--- src/rtl/led_blink_pkg.sv ---
// Shared encodings and helpers for the led_blink_seq LED sequencer.
// Mode and FSM state constants stay plain localparams so older code that
// compares against raw bit patterns keeps working.
package led_blink_pkg;

    // Blink modes, matching the 2-bit cfg_mode field.
    localparam logic [1:0] MODE_BLINK      = 2'd0;
    localparam logic [1:0] MODE_STEADY_ON  = 2'd1;
    localparam logic [1:0] MODE_STEADY_OFF = 2'd2;
    localparam logic [1:0] MODE_ROTATE     = 2'd3;

    // Phase FSM states. ST_ON is 1 so phase_on is simply the state bit.
    localparam logic [0:0] ST_OFF = 1'b0;
    localparam logic [0:0] ST_ON  = 1'b1;

    // Widest LED vector the rotate helper handles.
    localparam int LED_MAX = 64;

    // Rotate the low w bits of v left by one: bit w-1 wraps to bit 0.
    // Bits at and above w must be zero on entry and are zero on exit.
    function automatic logic [LED_MAX-1:0] rotl1(input logic [LED_MAX-1:0] v,
                                                 input int unsigned        w);
        logic [LED_MAX-1:0] mask;
        mask = (LED_MAX'(1) << w) - LED_MAX'(1);
        return ((v << 1) | (v >> (w - 1))) & mask;
    endfunction

    // STEADY_* modes freeze the phase machine.
    function automatic logic is_steady(input logic [1:0] m);
        return (m == MODE_STEADY_ON) || (m == MODE_STEADY_OFF);
    endfunction

endpackage

--- src/rtl/led_blink_cfg_slot.sv ---
// Single-entry pending-config slot for led_blink_seq.
// Holds one accepted config until the phase machine can take it
// (next OFF->ON boundary, or immediately when the active mode is steady).
// A transfer that lands exactly on a boundary skips the slot entirely.
module led_blink_cfg_slot
    import led_blink_pkg::*;
#(
    parameter int N_LEDS = 8,
    parameter int CNT_W  = 32
) (
    input  logic              clk,
    input  logic              rst_n,
    input  logic              cfg_valid,
    output logic              cfg_ready,
    input  logic [CNT_W-1:0]  cfg_on_cyc,
    input  logic [CNT_W-1:0]  cfg_off_cyc,
    input  logic [N_LEDS-1:0] cfg_pattern,
    input  logic [1:0]        cfg_mode,
    input  logic              boundary_i,     // OFF->ON edge happens at the coming clk edge
    input  logic              steady_i,       // active mode is STEADY_ON/STEADY_OFF
    output logic              load_o,         // phase machine must load new_* this edge
    output logic              bypass_o,       // load comes straight from the cfg port
    output logic [CNT_W-1:0]  new_on_o,
    output logic [CNT_W-1:0]  new_off_o,
    output logic [N_LEDS-1:0] new_pattern_o,
    output logic [1:0]        new_mode_o
);

    // A zero length would make the counter compare underflow; treat it as 1.
    function automatic logic [CNT_W-1:0] clamp_len(input logic [CNT_W-1:0] v);
        return (v == '0) ? CNT_W'(1) : v;
    endfunction

    logic              pend_valid_q, pend_valid_d;
    logic [CNT_W-1:0]  pend_on_q;
    logic [CNT_W-1:0]  pend_off_q;
    logic [N_LEDS-1:0] pend_pattern_q;
    logic [1:0]        pend_mode_q;

    logic take;
    logic capture;
    logic apply;

    assign cfg_ready = ~pend_valid_q;
    assign take      = cfg_valid & cfg_ready;
    assign bypass_o  = take & boundary_i;
    assign capture   = take & ~boundary_i;
    assign apply     = pend_valid_q & (boundary_i | steady_i);
    assign load_o    = bypass_o | apply;

    assign new_on_o      = bypass_o ? clamp_len(cfg_on_cyc)  : pend_on_q;
    assign new_off_o     = bypass_o ? clamp_len(cfg_off_cyc) : pend_off_q;
    assign new_pattern_o = bypass_o ? cfg_pattern            : pend_pattern_q;
    assign new_mode_o    = bypass_o ? cfg_mode               : pend_mode_q;

    // Slot occupancy: set on capture, cleared when the phase machine takes it.
    always_comb begin
        pend_valid_d = pend_valid_q;
        if (capture) begin
            pend_valid_d = 1'b1;
        end else if (apply) begin
            pend_valid_d = 1'b0;
        end
    end

    // Occupancy flag; reset drops any waiting config.
    always_ff @(posedge clk or negedge rst_n) begin
        if (!rst_n) begin
            pend_valid_q <= 1'b0;
        end else begin
            pend_valid_q <= pend_valid_d;
        end
    end

    // Pending fields, stored already clamped.
    always_ff @(posedge clk or negedge rst_n) begin
        if (!rst_n) begin
            pend_on_q      <= CNT_W'(1);
            pend_off_q     <= CNT_W'(1);
            pend_pattern_q <= '0;
            pend_mode_q    <= MODE_BLINK;
        end else if (capture) begin
            pend_on_q      <= clamp_len(cfg_on_cyc);
            pend_off_q     <= clamp_len(cfg_off_cyc);
            pend_pattern_q <= cfg_pattern;
            pend_mode_q    <= cfg_mode;
        end
    end

endmodule

--- src/rtl/led_blink_seq.sv ---
// Runtime-programmable LED blinker.
// Drives N_LEDS outputs through ON/OFF phases with reprogrammable lengths,
// pattern and mode. New config takes effect only at an OFF->ON boundary
// (or at once in steady modes), so the LEDs never show a partial period.
// Build option: define BLINK_DIM_EN to add an 8-bit 'duty' input that
// PWM-dims the pattern during ON.
module led_blink_seq
    import led_blink_pkg::*;
#(
    parameter int                CLK_FREQ    = 25_000_000,
    parameter int                N_LEDS      = 8,            // must not exceed LED_MAX
    parameter int                CNT_W       = 32,
    parameter logic [CNT_W-1:0]  DEF_ON_CYC  = CNT_W'(CLK_FREQ * 4),
    parameter logic [CNT_W-1:0]  DEF_OFF_CYC = CNT_W'(CLK_FREQ * 2),
    parameter logic [N_LEDS-1:0] DEF_PATTERN = N_LEDS'(8'h55)
) (
    input  logic              clk,
    input  logic              rst_n,
    input  logic              cfg_valid,
    output logic              cfg_ready,
    input  logic [CNT_W-1:0]  cfg_on_cyc,
    input  logic [CNT_W-1:0]  cfg_off_cyc,
    input  logic [N_LEDS-1:0] cfg_pattern,
    input  logic [1:0]        cfg_mode,
    output logic [N_LEDS-1:0] leds,
    output logic              phase_on,
    output logic              period_done
`ifdef BLINK_DIM_EN
    ,
    input  logic [7:0]        duty
`endif
);

    localparam logic [CNT_W-1:0] DEF_ON_LEN  = (DEF_ON_CYC  == '0) ? CNT_W'(1) : DEF_ON_CYC;
    localparam logic [CNT_W-1:0] DEF_OFF_LEN = (DEF_OFF_CYC == '0) ? CNT_W'(1) : DEF_OFF_CYC;

    logic [0:0]        state_q,   state_d;
    logic [CNT_W-1:0]  cnt_q,     cnt_d;
    logic [CNT_W-1:0]  on_len_q,  on_len_d;
    logic [CNT_W-1:0]  off_len_q, off_len_d;
    logic [N_LEDS-1:0] pat_q,     pat_d;
    logic [1:0]        mode_q,    mode_d;
    logic [N_LEDS-1:0] leds_q,    leds_d;
    logic              pd_q,      pd_d;

    logic              blink_run;
    logic [CNT_W-1:0]  cur_len;
    logic              last_cyc;
    logic              boundary;
    logic [N_LEDS-1:0] pat_rot;
    logic [N_LEDS-1:0] dim_mask;

    logic              slot_load;
    logic              slot_bypass;
    logic [CNT_W-1:0]  new_on;
    logic [CNT_W-1:0]  new_off;
    logic [N_LEDS-1:0] new_pattern;
    logic [1:0]        new_mode;

    assign blink_run = ~is_steady(mode_q);
    assign cur_len   = (state_q == ST_ON) ? on_len_q : off_len_q;
    assign last_cyc  = (cnt_q == cur_len - CNT_W'(1));
    assign boundary  = blink_run & (state_q == ST_OFF) & last_cyc;
    assign pat_rot   = N_LEDS'(rotl1(LED_MAX'(pat_q), N_LEDS));

`ifdef BLINK_DIM_EN
    logic [7:0] pwm_q;

    // Free-running PWM counter for dimming.
    always_ff @(posedge clk or negedge rst_n) begin
        if (!rst_n) begin
            pwm_q <= 8'd0;
        end else begin
            pwm_q <= pwm_q + 8'd1;
        end
    end

    assign dim_mask = {N_LEDS{pwm_q < duty}};
`else
    assign dim_mask = '1;
`endif

    led_blink_cfg_slot #(
        .N_LEDS (N_LEDS),
        .CNT_W  (CNT_W)
    ) u_cfg_slot (
        .clk           (clk),
        .rst_n         (rst_n),
        .cfg_valid     (cfg_valid),
        .cfg_ready     (cfg_ready),
        .cfg_on_cyc    (cfg_on_cyc),
        .cfg_off_cyc   (cfg_off_cyc),
        .cfg_pattern   (cfg_pattern),
        .cfg_mode      (cfg_mode),
        .boundary_i    (boundary),
        .steady_i      (~blink_run),
        .load_o        (slot_load),
        .bypass_o      (slot_bypass),
        .new_on_o      (new_on),
        .new_off_o     (new_off),
        .new_pattern_o (new_pattern),
        .new_mode_o    (new_mode)
    );

    // Phase machine next state: config load, steady hold, or normal ON/OFF stepping.
    always_comb begin
        state_d   = state_q;
        cnt_d     = cnt_q;
        on_len_d  = on_len_q;
        off_len_d = off_len_q;
        pat_d     = pat_q;
        mode_d    = mode_q;
        pd_d      = 1'b0;

        if (slot_load) begin
            // A load restarts a fresh ON phase; it counts as a period end
            // only when it lands on a real OFF->ON boundary.
            mode_d    = new_mode;
            on_len_d  = new_on;
            off_len_d = new_off;
            pat_d     = new_pattern;
            cnt_d     = '0;
            state_d   = ST_ON;
            pd_d      = boundary;
        end else if (!blink_run) begin
            cnt_d   = '0;
            state_d = ST_ON;
        end else if (last_cyc) begin
            cnt_d = '0;
            if (state_q == ST_ON) begin
                state_d = ST_OFF;
                if (mode_q == MODE_ROTATE) begin
                    pat_d = pat_rot;
                end
            end else begin
                state_d = ST_ON;
                pd_d    = 1'b1;
            end
        end else begin
            cnt_d = cnt_q + CNT_W'(1);
        end

        // LEDs follow the next state so they change on the same edge as the phase.
        leds_d = ((state_d == ST_ON) && (mode_d != MODE_STEADY_OFF)) ? (pat_d & dim_mask) : '0;
    end

    // Phase machine and output registers.
    always_ff @(posedge clk or negedge rst_n) begin
        if (!rst_n) begin
            state_q   <= ST_ON;
            cnt_q     <= '0;
            on_len_q  <= DEF_ON_LEN;
            off_len_q <= DEF_OFF_LEN;
            pat_q     <= DEF_PATTERN;
            mode_q    <= MODE_BLINK;
            leds_q    <= DEF_PATTERN;
            pd_q      <= 1'b0;
        end else begin
            state_q   <= state_d;
            cnt_q     <= cnt_d;
            on_len_q  <= on_len_d;
            off_len_q <= off_len_d;
            pat_q     <= pat_d;
            mode_q    <= mode_d;
            leds_q    <= leds_d;
            pd_q      <= pd_d;
        end
    end

    assign leds        = leds_q;
    assign phase_on    = (state_q == ST_ON);
    assign period_done = pd_q;

    // Bypass only matters inside the slot; kept visible here for debug probes.
    logic unused_bypass;
    assign unused_bypass = slot_bypass;

endmodule
--- config.mk ---
export PLATFORM = sky130hd
export DESIGN_NAME = led_blink_seq
export DESIGN_NICKNAME = d
export VERILOG_FILES = /design/src/rtl/led_blink_pkg.sv /design/src/rtl/led_blink_cfg_slot.sv /design/src/rtl/led_blink_seq.sv
export SDC_FILE = /design/constraint.sdc
export NUM_CORES = 1
export LEC_CHECK = 0
export CAP_MARGIN = 20
export CORE_MARGIN = 2
export CORE_UTILIZATION = 35
export DETAILED_ROUTE_END_ITERATION = 12
export PLACE_DENSITY = 0.58
export SLEW_MARGIN = 20
export SYNTH_ARGS = -nofsm -noshare
export SYNTH_HDL_FRONTEND = slang
export SYNTH_SLANG_ARGS = --single-unit
--- constraint.sdc ---
create_clock -name clk -period 15.9 [get_ports clk]
set_input_delay 2.385 -clock clk [delete_from_list [all_inputs] [get_ports clk]]
set_output_delay 2.385 -clock clk [all_outputs]
set_load 0.01 [all_outputs]
# == After elaboration in Yosys (flattened, before gate mapping) ==
# Index checks and enable logic that the tools add are counted.
# word_totals
out_inout_bits,11
regBits,191
elab_cells,64
# op_classes
n_bitwise,13
n_mux,26
reduce_logical,5
eq_ne,5
addsub,2
# ops
operator,n
two-way mux 32 bit,8
logical NOT 32 bit,2
two-way mux 8 bit,7
adder 32 x 1 -> 32 bit (second input constant),1
== test 32 bit,1
subtractor 32 x 1 -> 32 bit (second input constant),1
two-way mux 1 bit,9
bitwise OR 8 x 1 -> 8 bit,1
bitwise AND 1 bit,6
== test 2 bit (second input constant),2
two-way mux 2 bit,2
NOT 1 bit,4
== test 2 x 1 -> 1 bit (second input constant),1
inequality test 2 bit (second input constant),1
bitwise OR 1 bit,2
nonzero test 2 bit,1
logical AND 1 bit,1
logical OR 1 bit,1

# == Longest topological paths before layout ==
# depth
ltp_word,12
ltp_mapped,23
ltp_nobuf,15

# == Cells and area by module ==
# A second synthesis with hierarchy kept.
# unflattened
hier_cells,896
hier_area_um2,10496.3
# by_module_without_submodules
module,instances,cells_per_inst,seq_area_each_um2,area_each_um2
led_blink_seq,1,622,2944.1,6653.9
led_blink_cfg_slot,1,274,1879.3,3842.4

# == Worst setup path after synthesis ==
# OpenSTA, ideal clock, no wires.
# synth_path
path_type,register to register
startpoint,reg state_q (netlist: phase_on)
endpoint,reg leds_q[6] (netlist: leds[6])
period_less_slack_ps,5103
path_buffers,7
stages_incl_launch_ff,23
setup_time_ps,62
path_slack_ps,10797
arrival_ps,5041
cell_sequence,dfstp_2 buf_6 buf_6 buf_6 buf_6 buf_6 buf_8 mux2i_1 ha_1 or4bb_1 a21o_1 buf_6 nor4_4 o2111a_1 o22ai_1 or4_4 nor4_4 ha_1 nor2_1 a22o_1 a21oi_1 a32oi_2 and3b_1
# synth_via
elab_chain_len,11
elab_cells_between_ends,24
classes_between,add/sub: 1; eq/ne: 2; mux: 13; bitwise: 7; reduce/logical: 1
# synth_lines
element,line_no,text
"start, declared",led_blink_seq.sv:37,"logic [0:0] state_q, state_d;"
"start signal, assigned",led_blink_seq.sv:159,state_q <= state_d;
two-way mux 32 bit,led_blink_seq.sv:61,assign cur_len = (state_q == ST_ON) ? on_len_q : off_len_q;
subtractor 32 x 1 -> 32 bit,led_blink_seq.sv:62,assign last_cyc = (cnt_q == cur_len - CNT_W'(1));
== test 32 bit,led_blink_seq.sv:62,
bitwise AND 1 bit,led_blink_seq.sv:63,assign boundary = blink_run & (state_q == ST_OFF) & last_cyc;
bitwise OR 1 bit,led_blink_cfg_slot.sv:48,assign apply = pend_valid_q & (boundary_i | steady_i);
bitwise AND 1 bit,led_blink_cfg_slot.sv:48,
bitwise OR 1 bit,led_blink_cfg_slot.sv:49,assign load_o = bypass_o | apply;
two-way mux 2 bit,led_blink_seq.sv:115,if (slot_load) begin
inequality test 2 bit,led_blink_seq.sv:144,leds_d = ((state_d == ST_ON) && (mode_d != MODE_STEADY_OFF)) ? (pat_d & dim_mask) : '0;
logical AND 1 bit,led_blink_seq.sv:144,
two-way mux 8 bit (*),led_blink_seq.sv:144,
net leds_d[6],led_blink_seq.sv:43,"logic [N_LEDS-1:0] leds_q, leds_d;"
"end signal, assigned",led_blink_seq.sv:165,leds_q <= leds_d;
"end, declared",led_blink_seq.sv:43,
# The timed path passes the listed nets; every way through them passes the cells marked *.
# A chain may end at the register's enable or synchronous reset.

# == Worst setup path after layout ==
# layout_path
startpoint,reg state_q (netlist: phase_on)
endpoint,reg leds_q[5] (netlist: leds[5])
# Same word-level chain as after synthesis.

==> summary.txt <==
Timing
  – Setup violations, final: 0
  – Fin. Hold Viols: 0
  – Rel. slew slack: 30.7%
  – Crit share post-route: 40.2%
  – Setup TNS: 0 ns
  – Min cycle time layout: between 6 and 7 ns
  – Max Clock Skew: about 0.013 ns
  – Slew @ Worst Pin: around 1.0 ns
  – Max Slew Vio Count: 0
  – Unrepaired setup endpoints after global routing: no
  – Max Freq: ~0.16 GHz

Global routing
  – Total GRT Usage: between 15 and 20%
  – Overflow after GRT: 0
  – Maximum number of pins on one net before global-route repair: 125
  – Vias in the first global route: roughly 7.4k
  – Antenna violations before repair: 0
  – First-pass GRT wire length: 42.4 mm

Placement
  – Area post-placement: between 10,000 and 15,000 um2
  – Gp weighted congestion: slightly below 0.9
  – Port buffer count: 87
  – DP HPWL: approximately 19 mm

Flow run
  – Max Cap Viol: 0

Synth
  – Predominant post-synthesis flop cell: dfrtp_1
  – Mapped Area: about 11,000 um2
  – Cell variety after synth: 66
  – Synth Instances: between 900 and 1k
  – Synth top area share: approximately 36%
  – Register area share after synthesis: approximately 45%
  – Yosys top cell by area: dfrtp_1
  – Ys async rst share: 100%
  – #FFs+latches synth: roughly 190
  – Area contributors post-synth: dfrtp_1 36%, mux2i_1 9.6%, dfstp_2 8.5%
  – Most common cell in the netlist: dfrtp_1
  – EDFF count, synth: 0
  – Syn nets: ~1.1k
  – YS warnings: 0
  – Syn Area/Cell: 10.8 um2
  – Commonest cells in the netlist: 156 x dfrtp_1, 103 x mux2i_1, 100 x nand2_1, 69 x mux2_2, 64 x o21ai_2

Clock tree
  – Clock slew at reported path FFs: approximately 0.07 ns
  – CTS Buffer Depth: 2
  – Clock Root Buffer: clkbuf_16
  – Cts bufs inserted: 17
  – Post-CTS setup buffers: 0
  – H-tree depth: 4
  – Hold_buf cts: 0
  – Resized cells post-CTS: 0
  – Clk Latency, worst-skew pair: around 0.45 ns
  – Clock sinks: around 190
  – CTS tree: done

Die
  – Die Wd: between 150 and 200 um
  – Die H: 179 um
  – Full die area: 32,200 um2
  – Placeable core area: between 30,000 and 40,000 um2
  – Row cnt: between 60 and 70
  – Initial Utilization: 35.4%
  – Number of placed I/O pins: around 90

Drt
  – Antenna Nets Post-Route: 0
  – Avg Vias per Cell: about 5.2
  – Drt drc: 0
  – First-iteration detailed-routing DRC count: ~620
  – 1st-pass router iterations: 5
  – Wirelength per Cell: between 15 and 20 um
  – Total wire length: 26.0 mm
  – Via count: about 7.6k

Layout
  – Layout Area Growth over Synthesis: 15.2%
  – Antenna diodes: 0
  – Fraction of layout cells with a size suffix above 1: between 20 and 25%
  – Design area: approximately 12,000 um2
  – Fill cell count: 2,926
  – Register Area: about 4800 um2
  – Area of the multi-input gates: 5440 um2
  – Nets: between 1k and 1.5k

Setup path
  – Worst Setup Start Kind: flop
  – Worst EP required: between 15 and 20 ns
  – Critical Path AT: ~6.8 ns
  – R2R Setup Slk: 9.51 ns
  – Crit Path Max Fanout: between 80 and 90
  – Worst setup EP type: flop
  – Setup Crit Path Kind: flop to flop

Pwr
  – PwrDens: approximately 80 nW/um2
  – Final Power: 0.000996 W
  – Leak: just under 5 nW
  – VDD IR max: roughly 0.067 mV

Outcome
  – Status: finished, final reports clean

Worst hold path
  – Worst min-delay path class: flop to flop
## cell families (layout without fill, tap and decap cells)
family	after synthesis	count (layout)	synth area share [%]
AOI/OAI and AO/OA	149	149	10.5
buffers and inverters	69	142	4.80
DFF	191	191	44.8
adders and majority gates	4	4	0.465
xor gates and xnor gates	71	71	5.77
and+or+nand+nor	339	339	16.9
muxes	172	172	16.8
## power breakdown
group	switching (W)	internal (W)	total [W]	leakage, nW
Clock	0.000205	0.000269	0.000474	0.312
Sequential	0	0.000486	0.000486	2.27
Combinational	0.0000190	0.0000179	0.0000369	2.34
Total	0.000224	0.000773	0.000996	4.92
## final cells by class
| type | count | share of cell area [%] |
|---|---|---|
| Multi-Input combinational cell | 735 | 43.9 |
| Sequential cell | 191 | 38.9 |
| Clock inverter | 15 | 1.84 |
| Tap cell | 396 | 3.99 |
| Clock buffer | 17 | 3.43 |
| Inverter | 17 | 0.514 |
| Timing Repair Buffer | 93 | 7.44 |
## through the flow
stage          hold WS, ns  setup WS (ns)  cells  utilization, %
2_1_floorplan        0.450          10.80    995               -
3_3_place_gp         0.462           9.36   1432            38.6
3_5_place_dp         0.474           9.32   1432            38.6
4_1_cts              0.490           9.29   1464            40.7
5_1_grt              0.522           9.09   1464            40.8
6_report             0.486           9.51   1464            40.8
## routing by layer
| metal | GRT usage [%] | vias up | share of wire [%] |
|---|---|---|---|
| met4 | 5.37 | 0 | 1.8 |
| met5 | 0 | - | 0 |
| met3 | 2.59 | 23 | 3.4 |
| li1 | - | 3701 | - |
| met1 | 24.2 | 3762 | 50 |
| met2 | 24.6 | 132 | 44 |
## state kept, by name, indices dropped and copies added, names as in the netlist
register,flops
u_cfg_slot.pend_mode_q,2
on_len_q,32
cnt_q,32
u_cfg_slot.pend_on_q,32
u_cfg_slot.pend_pattern_q,8
off_len_q,32
leds,8
u_cfg_slot.pend_off_q,32
pat_q,8
u_cfg_slot.pend_valid_q,1
mode_q,2
phase_on,1
period_done,1
## path summary, 6_finish.rpt
kind / start / to / depth (start not counted)
worst max-delay path: phase_on / leds[5] / 13
worst min-delay path: u_cfg_slot.pend_pattern_q[6] / u_cfg_slot.pend_pattern_q[6] / 2
worst max register to register: phase_on / leds[5] / 13
worst min register to register: u_cfg_slot.pend_pattern_q[6] / u_cfg_slot.pend_pattern_q[6] / 2
max in group asynchronous: rst_n / u_cfg_slot.pend_on_q[23] / 2
min in group asynchronous: rst_n / u_cfg_slot.pend_off_q[9] / 1
## worst max-delay path, cell delays in order (launching register included)
cell and delay (ns):
dfstp_4 1.18, mux2i_1 0.34, ha_1 0.24, or4bb_1 0.51, a21o_1 0.31, or4_4 0.49, o41ai_1 0.51, nand4_1 0.38
o41ai_4 0.40, buf_4 0.37, buf_4 0.79, a21oi_1 0.43, nand2_1 0.16, and3_1 0.17
## placed cells by master, fill, tap and decap left out, types with 10 or more instances in the layout
master           Yosys  routed
a21oi_1             22      22
and2_1              14      13
and3_1              13      13
clkbuf_16            0      17
clkdlybuf4s50_1      0      86
dfrtp_1            156     156
dfstp_2             35      34
inv_1               17      17
mux2_2              69      69
mux2i_1            103     103
nand2_1            100     100
nand3_1             14      14
nand4_1             11      11
nor2_1              61      61
nor2b_1             14      14
nor3_1              24      24
nor3b_1             10      10
nor4_1              24      24
o21ai_0             19      19
o21ai_2             64      64
or3_1               10      10
xnor2_1             36      36
xor2_1              35      35
Power figures use the tool's default switching activity.
